File: src/rtl/rvx_bus_arbiter_if.sv
// Request/response signal bundle shared by the arbiter's upstream manager
// ports and its downstream bus port.
//   master modport: drives address, write data/strobe and the two requests;
//                   receives read data and the two completion responses.
//   slave  modport: the mirror image, for the side that serves the requests.
interface rvx_bus_arbiter_if;
    logic [31:0] rw_address;
    logic [31:0] read_data;
    logic        read_request;
    logic        read_response;
    logic [31:0] write_data;
    logic [3:0]  write_strobe;
    logic        write_request;
    logic        write_response;

    modport master (
        output rw_address, read_request, write_data, write_strobe, write_request,
        input  read_data, read_response, write_response
    );

    modport slave (
        input  rw_address, read_request, write_data, write_strobe, write_request,
        output read_data, read_response, write_response
    );
endinterface

File: src/rtl/rvx_bus_arbiter.sv
// Two-manager round-robin arbiter in front of the single system-bus manager
// port. Manager 0 is the core, manager 1 the debug/DMA engine. One transaction
// is outstanding at a time; a transaction that sees no matching response
// within TIMEOUT_CYCLES wait cycles is force-completed.
// Ports:
//   clock, reset   system clock, synchronous active-high reset
//   m0, m1         upstream manager bundles (slave side of rvx_bus_arbiter_if)
//   bus            downstream bundle towards the interconnect (master side)
//   bus_owner      manager owning the current or last transaction
//   timeout_error  1-cycle pulse when a transaction is force-completed
module rvx_bus_arbiter #(
    parameter int unsigned TIMEOUT_CYCLES    = 256,
    parameter logic [31:0] TIMEOUT_READ_DATA = 32'h00000000
) (
    input  logic                     clock,
    input  logic                     reset,
    rvx_bus_arbiter_if.slave         m0,
    rvx_bus_arbiter_if.slave         m1,
    rvx_bus_arbiter_if.master        bus,
    output logic                     bus_owner,
    output logic                     timeout_error
);
    localparam int unsigned TW = (TIMEOUT_CYCLES > 0) ? $clog2(TIMEOUT_CYCLES + 1) : 1;
    localparam logic [TW-1:0] TIMER_LAST = (TIMEOUT_CYCLES > 0) ? TW'(TIMEOUT_CYCLES - 1) : '0;

    typedef enum logic {IDLE, WAIT} state_t;

    state_t        state, state_next;
    logic          owner, owner_next;
    logic          kind_write, kind_write_next;
    logic          last_grant, last_grant_next;
    logic [TW-1:0] timer, timer_next;

    logic        m0_req, m1_req;
    logic        winner, sel;
    logic        sel_write;
    logic        bus_rd_req, bus_wr_req;
    logic        done, expired, respond;
    logic        rsp_read, rsp_write;
    logic [31:0] rsp_data;

    assign m0_req = m0.read_request | m0.write_request;
    assign m1_req = m1.read_request | m1.write_request;

    // Tie goes to the manager not granted last; otherwise the lone requester.
    assign winner = m0_req ? (m1_req ? ~last_grant : 1'b0) : 1'b1;
    assign sel    = (state == IDLE) ? winner : owner;

    // A manager raising both requests is treated as a write.
    assign sel_write = sel ? m1.write_request : m0.write_request;

    always_comb begin
        state_next      = state;
        owner_next      = owner;
        kind_write_next = kind_write;
        last_grant_next = last_grant;
        timer_next      = timer;
        bus_rd_req      = 1'b0;
        bus_wr_req      = 1'b0;
        done            = 1'b0;
        expired         = 1'b0;
        case (state)
            IDLE: begin
                if (m0_req || m1_req) begin
                    bus_wr_req      = sel_write;
                    bus_rd_req      = ~sel_write;
                    owner_next      = winner;
                    kind_write_next = sel_write;
                    last_grant_next = winner;
                    timer_next      = '0;
                    state_next      = WAIT;
                end
            end
            WAIT: begin
                done    = kind_write ? bus.write_response : bus.read_response;
                expired = (TIMEOUT_CYCLES != 0) && (timer == TIMER_LAST) && !done;
                if (timer != '1)
                    timer_next = timer + TW'(1);
                if (done || expired)
                    state_next = IDLE;
            end
            default: state_next = IDLE;
        endcase
    end

    always_ff @(posedge clock) begin
        if (reset) begin
            state      <= IDLE;
            owner      <= 1'b0;
            kind_write <= 1'b0;
            last_grant <= 1'b1;
            timer      <= '0;
        end else begin
            state      <= state_next;
            owner      <= owner_next;
            kind_write <= kind_write_next;
            last_grant <= last_grant_next;
            timer      <= timer_next;
        end
    end

    // All pulses are forced low while reset is held, even mid-transaction.
    assign respond   = (done | expired) & ~reset;
    assign rsp_read  = respond & ~kind_write;
    assign rsp_write = respond & kind_write;
    assign rsp_data  = done ? bus.read_data : TIMEOUT_READ_DATA;

    assign m0.read_response  = rsp_read  & ~owner;
    assign m0.write_response = rsp_write & ~owner;
    assign m1.read_response  = rsp_read  & owner;
    assign m1.write_response = rsp_write & owner;
    assign m0.read_data      = (rsp_read & ~owner) ? rsp_data : '0;
    assign m1.read_data      = (rsp_read & owner)  ? rsp_data : '0;

    assign bus.rw_address    = sel ? m1.rw_address   : m0.rw_address;
    assign bus.write_data    = sel ? m1.write_data   : m0.write_data;
    assign bus.write_strobe  = sel ? m1.write_strobe : m0.write_strobe;
    assign bus.read_request  = bus_rd_req & ~reset;
    assign bus.write_request = bus_wr_req & ~reset;

    assign bus_owner     = owner;
    assign timeout_error = expired & ~reset;
endmodule

File: src/flat_wrapper.sv
// flat-port wrapper written by rule: the top's interface ports become plain ports
module rvx_bus_arbiter_flat 
#(
    parameter int unsigned TIMEOUT_CYCLES    = 256,
    parameter logic [31:0] TIMEOUT_READ_DATA = 32'h00000000
)
  (clock, reset, bus_owner, timeout_error, m0_rw_address, m0_read_request, m0_write_data, m0_write_strobe, m0_write_request, m0_read_data, m0_read_response, m0_write_response, m1_rw_address, m1_read_request, m1_write_data, m1_write_strobe, m1_write_request, m1_read_data, m1_read_response, m1_write_response, bus_rw_address, bus_read_request, bus_write_data, bus_write_strobe, bus_write_request, bus_read_data, bus_read_response, bus_write_response);
  rvx_bus_arbiter_if m0_i ();
  rvx_bus_arbiter_if m1_i ();
  rvx_bus_arbiter_if bus_i ();
  input  logic clock;
  input  logic reset;
  output logic bus_owner;
  output logic timeout_error;
  input wire logic [$bits(m0_i.rw_address)-1:0] m0_rw_address;
  input wire logic [$bits(m0_i.read_request)-1:0] m0_read_request;
  input wire logic [$bits(m0_i.write_data)-1:0] m0_write_data;
  input wire logic [$bits(m0_i.write_strobe)-1:0] m0_write_strobe;
  input wire logic [$bits(m0_i.write_request)-1:0] m0_write_request;
  output wire logic [$bits(m0_i.read_data)-1:0] m0_read_data;
  output wire logic [$bits(m0_i.read_response)-1:0] m0_read_response;
  output wire logic [$bits(m0_i.write_response)-1:0] m0_write_response;
  input wire logic [$bits(m1_i.rw_address)-1:0] m1_rw_address;
  input wire logic [$bits(m1_i.read_request)-1:0] m1_read_request;
  input wire logic [$bits(m1_i.write_data)-1:0] m1_write_data;
  input wire logic [$bits(m1_i.write_strobe)-1:0] m1_write_strobe;
  input wire logic [$bits(m1_i.write_request)-1:0] m1_write_request;
  output wire logic [$bits(m1_i.read_data)-1:0] m1_read_data;
  output wire logic [$bits(m1_i.read_response)-1:0] m1_read_response;
  output wire logic [$bits(m1_i.write_response)-1:0] m1_write_response;
  output wire logic [$bits(bus_i.rw_address)-1:0] bus_rw_address;
  output wire logic [$bits(bus_i.read_request)-1:0] bus_read_request;
  output wire logic [$bits(bus_i.write_data)-1:0] bus_write_data;
  output wire logic [$bits(bus_i.write_strobe)-1:0] bus_write_strobe;
  output wire logic [$bits(bus_i.write_request)-1:0] bus_write_request;
  input wire logic [$bits(bus_i.read_data)-1:0] bus_read_data;
  input wire logic [$bits(bus_i.read_response)-1:0] bus_read_response;
  input wire logic [$bits(bus_i.write_response)-1:0] bus_write_response;
  assign m0_i.rw_address = m0_rw_address;
  assign m0_i.read_request = m0_read_request;
  assign m0_i.write_data = m0_write_data;
  assign m0_i.write_strobe = m0_write_strobe;
  assign m0_i.write_request = m0_write_request;
  assign m0_read_data = m0_i.read_data;
  assign m0_read_response = m0_i.read_response;
  assign m0_write_response = m0_i.write_response;
  assign m1_i.rw_address = m1_rw_address;
  assign m1_i.read_request = m1_read_request;
  assign m1_i.write_data = m1_write_data;
  assign m1_i.write_strobe = m1_write_strobe;
  assign m1_i.write_request = m1_write_request;
  assign m1_read_data = m1_i.read_data;
  assign m1_read_response = m1_i.read_response;
  assign m1_write_response = m1_i.write_response;
  assign bus_rw_address = bus_i.rw_address;
  assign bus_read_request = bus_i.read_request;
  assign bus_write_data = bus_i.write_data;
  assign bus_write_strobe = bus_i.write_strobe;
  assign bus_write_request = bus_i.write_request;
  assign bus_i.read_data = bus_read_data;
  assign bus_i.read_response = bus_read_response;
  assign bus_i.write_response = bus_write_response;
  rvx_bus_arbiter #(.TIMEOUT_CYCLES(TIMEOUT_CYCLES), .TIMEOUT_READ_DATA(TIMEOUT_READ_DATA)) u_core (.clock(clock), .reset(reset), .m0(m0_i), .m1(m1_i), .bus(bus_i), .bus_owner(bus_owner), .timeout_error(timeout_error));
endmodule
File: config.mk
export PLATFORM = sky130hd
export DESIGN_NAME = rvx_bus_arbiter_flat
export DESIGN_NICKNAME = d
export VERILOG_FILES = /design/src/rtl/rvx_bus_arbiter_if.sv /design/src/rtl/rvx_bus_arbiter.sv /design/src/flat_wrapper.sv
export SDC_FILE = /design/constraint.sdc
export NUM_CORES = 1
export LEC_CHECK = 0
export ABC_CLOCK_PERIOD_IN_PS = 3700
export CORE_AREA = 3 3 121 123
export DETAILED_ROUTE_END_ITERATION = 10
export DIE_AREA = 0 0 124 126
export GPL_TIMING_DRIVEN = 1
export PLACE_DENSITY_LB_ADDON = 0.2
export SYNTH_ARGS = -nofsm -noshare
export SYNTH_HDL_FRONTEND = slang
export SYNTH_SLANG_ARGS = --single-unit
File: constraint.sdc
create_clock -name clock -period 3.7 [get_ports clock]
set_clock_uncertainty 0.05 [all_clocks]
set_input_delay 0.37 -clock clock [delete_from_list [all_inputs] [get_ports clock]]
set_output_delay 0.37 -clock clock [all_outputs]
set_load 0.02 [all_outputs]
==> metrics.csv, run 1 <==
stage,metric,value,unit
clocking,cts_max_level,1,
sta,drv_slew,0,
logic_synthesis,synthAdderAreaFrac,1.89,%
logic_synthesis,synth_cells,240,
clocking,post_cts_resize_count,0,
clocking,cts_buffers,3,
sta,max_freq,333,MHz
sta,hold_slack,459,ps
logic_synthesis,ys_top_cells_by_count,"mux2_2 (68), and2_1 (65), nor2_1 (21)",
setup_path,crit_path_max_incr_delay,550,ps
setup_path,cp_cell_sequence,clkdlybuf4s50_1 -> nor2_1 -> o221ai_2 -> o21ai_4 -> buf_12 -> mux2_2 -> clkdlybuf4s50_1,
logic_synthesis,synthFlopType,dfxtp_1,
logic_synthesis,async_reset_ff_share,0,%
logic_synthesis,synth_top_area_cell,mux2_2,
sta,setup_viol,0,
routing,vias,2946,
floorplanning,io_pins,316,
placement,dp_hpwl,11400,µm
grt,grt_antenna_before_repair,1,
logic_synthesis,synth-simple-area-share,30.3,%
sta,fin_setup_tns,0,ps
setup_path,required,3280,ps
sta,finalCritPeriodShare,81.1,%
logic_synthesis,synth_area_leaders,"mux2_2 (39%), and2_1 (21%), dfxtp_1 (13%)",
setup_path,crit_path_end_kind,output port,
routing,drt_iter0_drc,67,
logic_synthesis,synthDistinctLibCells,32,
clocking,clock_latency,240,ps
clocking,cts_setup_buffers,0,
logic_synthesis,muxShareOfSynthArea,39.1,%
routing,postRouteAntennaNets,0,
pwr,power_leakage,2.02,nW
floorplanning,coreArea,13800,µm²
logic_synthesis,yosysMostFrequentCell,mux2_2,
logic_synthesis,ys_warn_count,0,
floorplanning,dieArea,15600,µm²
setup_path,critical_path.top_delay_family,buffers and inverters,
routing,drcViolationCount,0,
logic_synthesis,synth_top_family_by_area,multiplexers,
sta,fin_crit,3000,ps
layout,final_area,5420,µm²
setup_path,cp_max_fo,68,
setup_path,arrival,2580,ps
floorplanning,rows,43,
floorplanning,die_height,126,µm
setup_path,cp_slowest_cell,clkdlybuf4s50_1,
grt,grt_usage,15.2,%
clocking,cts_max_path_buffers,2,
run_status,outcome,finished clean,
grt,grt_pass1_wl,18000,µm
job,maxCapViolCount,0,
logic_synthesis,synth_edf_count,0,
logic_synthesis,syn_avg_cell_area,8.26,µm²
sta,relSlewSlack,74.6,%
logic_synthesis,synth_compound_area_share,7.76,%
clocking,clockRootBuffer,clkbuf_16,
sta,hold_violations,0,
logic_synthesis,synth_top_area_share,38.6,%
pwr,vdd_drop_max,0.153,mV
sta,worst_pin_slew,381,ps
logic_synthesis,netlist_area,1980,µm²
floorplanning,die_w,124,µm
clocking,path_clk_slew,40,ps
clocking,clock_sinks,13,
logic_synthesis,synth-seq-cells,13,
routing,vias_per_cell,4.05,
placement,portBuffers,315,
layout,final_layout_size_suffix_gt1_share,14.2,%
floorplanning,start_util,14.4,%
grt,first_global_vias,3064,
setup_path,path_buf_inv,3,
grt,grt_max_degree,69,
placement,placed_area,5340,µm²
logic_synthesis,yosysSeqAreaShare,13.1,%
placement,gp_routability_congestion,0.828,
setup_path,cpMostUsedCell,clkdlybuf4s50_1,
worst_hold_path,hold_path.class,reg2reg,
logic_synthesis,synth_xor_area_share,2.65,%
routing,wl_per_cell,17.9,µm
logic_synthesis,synth_nets,419,
routing,drtPass1Iterations,4,
setup_path,critPathLaunchType,input pin,
layout,area_delta_synth_final,173,%
layout,diodes,0,
setup_path,crit_type,in2out,
clocking,tritoncts,done,
pwr,powerDensity,215,nW/µm²
grt,overflow,0,
sta,rsz0062_at_grt,no,
clocking,hold_buffers,0,
routing,wl,13000,µm
layout,layout.nets,728,
==> state kept, by name, indices dropped and copies added, names as in the netlist <==
signal,cells
u_core.bus_owner,1
u_core.kind_write,1
u_core.last_grant,1
u_core.state,1
u_core.timer,9
==> metal layers <==
layer	global-route usage [%]	wire length, µm	vias to the layer above
met5	0	11	-
met4	5.22	401	2
met3	4.58	1430	23
met2	27.4	6510	184
met1	16.6	4670	1287
li1	-	-	1450
==> report_power, final <==
part           switching (mW)  internal (mW)  leakage [nW]
combinational           0.330          0.474          1.87
clock                  0.0607          0.145        0.0382
sequential            0.00716          0.146         0.106
total                   0.397          0.765          2.02
==> worst reg2reg max path, stage by stage, from the launching register on <==
cell	delay, ps
dfxtp_1	320
ha_1	240
and4_1	230
ha_1	210
nand2b_1	210
nor3_1	220
xnor2_1	150
nor2_1	50
==> placed cells by master, fill, tap and decap left out, drive strengths merged <==
cell,instances
nand3,1
and4,2
or4,1
o21bai,1
o2111ai,2
nand2b,2
dfxtp,13
nor3,2
o211ai,4
clkbuf,4
buf,5
o21ai,3
xor2,5
xnor2,1
a2bb2oi,1
o2bb2ai,1
inv,5
nor2,21
o221ai,1
mux2,68
ha,3
nand3b,1
a211oi,1
and3,3
nor3b,2
clkdlybuf4s50,315
a211o,1
mux2i,1
nand2,6
a21oi,7
and2,65
==> cells by family after synthesis <==
family / after synthesis
muxes: 69
adders and majority gates: 3
and+or+nand+nor: 106
AOI/OAI and AO/OA: 22
DFF: 13
buffers and inverters: 21
xor gates and xnor gates: 6
==> worst paths after layout <==
kind,to,from,slack (ps),cells past startpoint
max,bus_write_data[11],m1_write_request,700,7
min,u_core.timer[6]$_SDFFE_PP0P_,u_core.timer[6]$_SDFFE_PP0P_,460,2
max reg2reg,u_core.timer[6]$_SDFFE_PP0P_,u_core.timer[0]$_SDFFE_PP0P_,1910,7
min reg2reg,u_core.timer[6]$_SDFFE_PP0P_,u_core.timer[6]$_SDFFE_PP0P_,460,2
==> through the flow <==
step | std cells | util [%] | setup slack, ps | total power [mW]
2_1_floorplan | 240 | - | 1740 | 0.519
3_3_place_gp | 724 | 38.8 | 722 | 0.962
3_5_place_dp | 724 | 38.8 | 715 | 0.964
4_1_cts | 728 | 39.3 | 700 | 1.18
5_1_grt | 728 | 39.3 | 577 | 1.23
6_report | 728 | 39.3 | 700 | 1.16
==> layout make-up <==
type                            instances  area [µm²]
Clock buffer                            4        78.8
Fill cell                            1388        8350
Inverter                                5        18.8
Multi-Input combinational cell        206        1630
Sequential cell                        13         260
Tap cell                              180         225
Timing Repair Buffer                  320        3200
Note: power is estimated with default switching activity, not from simulation.
==> inputs of run 2 (changes only) <==
Settings changed: ABC_CLOCK_PERIOD_IN_PS 3700 to 3100, CORE_AREA 3 3 121 123 to 3 3 122 124, DIE_AREA 0 0 124 126 to 0 0 125 127.
Clock period 3.7 ns to 3.1 ns, I/O delays scaled along.
==> metrics.csv, run 2 (synthesis gave the netlist of run 1 again) <==
stage,metric,value,unit
run_status,outcome,finished clean,
setup_path,required,2740,ps
clocking,clock_sinks,13,
pwr,power.share.clock,17.2,%
setup_path,cp_max_fo,54,
clocking,hold_buffers,0,
setup_path,cpMostUsedCell,clkdlybuf4s50_1,
setup_path,critical_path.top_delay_family,buffers and inverters,
layout,seq_area,260,µm²
pwr,powerDensity,254,nW/µm²
clocking,cts_buffers,3,
floorplanning,die_w,125,µm
sta,finalCritPeriodShare,91.1,%
placement,dp_hpwl,11600,µm
pwr,vdd_drop_max,0.219,mV
clocking,clock_latency,240,ps
pwr,p_sw,470,µW
floorplanning,dieArea,15900,µm²
setup_path,crit_type,in2out,
pwr,p_seq_share,13.2,%
placement,dp_worst_setup_slack,262,ps
sta,rsz0062_at_grt,no,
routing,drtPass1Iterations,4,
floorplanning,io_pins,316,
layout,largest-register,u_core.timer,
routing,postRouteAntennaNets,0,
sta,drv_slew,0,
layout,fillCellCount,1404,
clocking,cts_max_path_buffers,2,
sta,max_freq,354,MHz
sta,fin_crit,2820,ps
pwr,combPwrFrac,69.6,%
clocking,post_cts_resize_count,0,
clocking,clockRootBuffer,clkbuf_16,
grt,overflow,0,
clocking,cts_setup_buffers,0,
layout,largest_reg_flops,9,
grt,grt_usage,15.1,%
floorplanning,start_util,14.3,%
layout,final_common_cell,clkdlybuf4s50_1,
layout,fin_util,39.2,%
sta,relSlewSlack,79.0,%
setup_path,r2r_setup_slack,1360,ps
setup_path,crit-reg2reg-launch,u_core.timer[0]$_SDFFE_PP0P_,
setup_path,critPathLaunchType,input pin,
setup_path,r2r_end,u_core.timer[6]$_SDFFE_PP0P_,
worst_hold_path,hp-start,u_core.timer[8]$_SDFFE_PP0P_,
routing,drcViolationCount,0,
worst_hold_path,hold_end,u_core.timer[8]$_SDFFE_PP0P_,
sta,worst_pin_slew,315,ps
setup_path,cp_slowest_cell,clkdlybuf4s50_1,
grt,grt_pass1_wl,18800,µm
clocking,tritoncts,done,
placement,gp_routability_congestion,0.922,
setup_path,arrival,2460,ps
pwr,power_leakage,2.03,nW
worst_hold_path,hold_path.class,reg2reg,
routing,drt_iter0_drc,50,
placement,portBuffers,315,
routing,wl,13100,µm
setup_path,reg2regPathDepth,7,
setup_path,crit_path_max_incr_delay,580,ps
clocking,path_clk_slew,40,ps
layout,final_layout_size_suffix_gt1_share,14.7,%
pwr,p_sw_share,33.9,%
grt,grt_antenna_before_repair,2,
routing,wl_per_cell,17.9,µm
floorplanning,coreArea,13900,µm²
grt,grt_max_degree,55,
sta,fin_setup_tns,0,ps
grt,first_global_vias,3106,
setup_path,path_buf_inv,3,
sta,fin_ws,276,ps
routing,vias_per_cell,4.08,
setup_path,cp_cell_sequence,clkdlybuf4s50_1 -> nor2_1 -> o221ai_2 -> o21ai_4 -> buf_12 -> mux2_2 -> clkdlybuf4s50_1,
setup_path,crit_path_end_kind,output port,
job,maxCapViolCount,0,
layout,area_delta_synth_final,175,%
layout,final_cell_mix,"clkdlybuf4s50_1 (315), mux2_2 (68), and2_1 (65)",
clocking,cts_max_level,1,
layout,multi_input_area,1630,µm²
sta,setup_viol,0,
routing,vias,2990,
layout,layout.nets,731,
sta,hold_violations,0,
worst_hold_path,min_path_cells,2,
floorplanning,die_height,127,µm
sta,hold_slack,464,ps
floorplanning,rows,43,
pwr,p_int,916,µW
[run 2: changes by cell type in the layout (fill, tap and decap cells not counted)]
| cell | previous run | this run |
|---|---|---|
| buf_4 | 4 | 7 |
| diode_2 | 0 | 2 |
[run 2: worst max path at each step]
stage | to | cells after the start | slack [ps] | start
after global routing | bus_write_data[10] | 7 | 160 | m1_write_request
after CTS | bus_rw_address[20] | 7 | 260 | m1_write_request
after floorplan | bus_rw_address[11] | 6 | 1260 | m1_write_request
final | bus_rw_address[20] | 7 | 280 | m1_write_request
after detailed placement | bus_write_data[10] | 7 | 260 | m1_write_request
after global placement | bus_rw_address[20] | 7 | 270 | m1_write_request
[run 2: tightest hold or removal path, cell delays in order, from the launching register on]
cell and delay, ps:
dfxtp_1 340, a21oi_1 70, nor2_1 70
[run 2: per-stage QoR]
| step | total power [mW] | cell area, µm² | cells |
|---|---|---|---|
| 5_1_grt | 1.45 | 5450 | 733 |
| 2_1_floorplan | 0.620 | 1980 | 240 |
| 3_3_place_gp | 1.15 | 5360 | 727 |
| 4_1_cts | 1.40 | 5440 | 731 |
| 6_report | 1.39 | 5450 | 733 |
| 3_5_place_dp | 1.16 | 5360 | 727 |
[run 2: metal layers]
metal	global-route usage (%)	wire, µm	part of all wire, %
met1	16.3	4760	36
met5	0	0	0
met4	2.81	109	0.83
met3	4.97	1230	9.4
met2	28.8	7010	53
[run 2: power by group through the flow]
stage,clock [mW],sequential (mW),combinational [mW]
after global placement,0,0.186,0.969
after global routing,0.252,0.184,1.02
after CTS,0.246,0.183,0.974
after floorplan,0,0.185,0.435
final,0.239,0.183,0.964
after detailed placement,0,0.186,0.970
[run 2: cell type report]
cell class              count  share of cell area (%)
diodes                      2                  0.0919
clock buffers               4                    1.45
inverters                   5                   0.345
flip-flops and latches     13                    4.78
well taps                 180                    4.14
repair buffers            323                    59.2
multi-input cells         206                    30.0
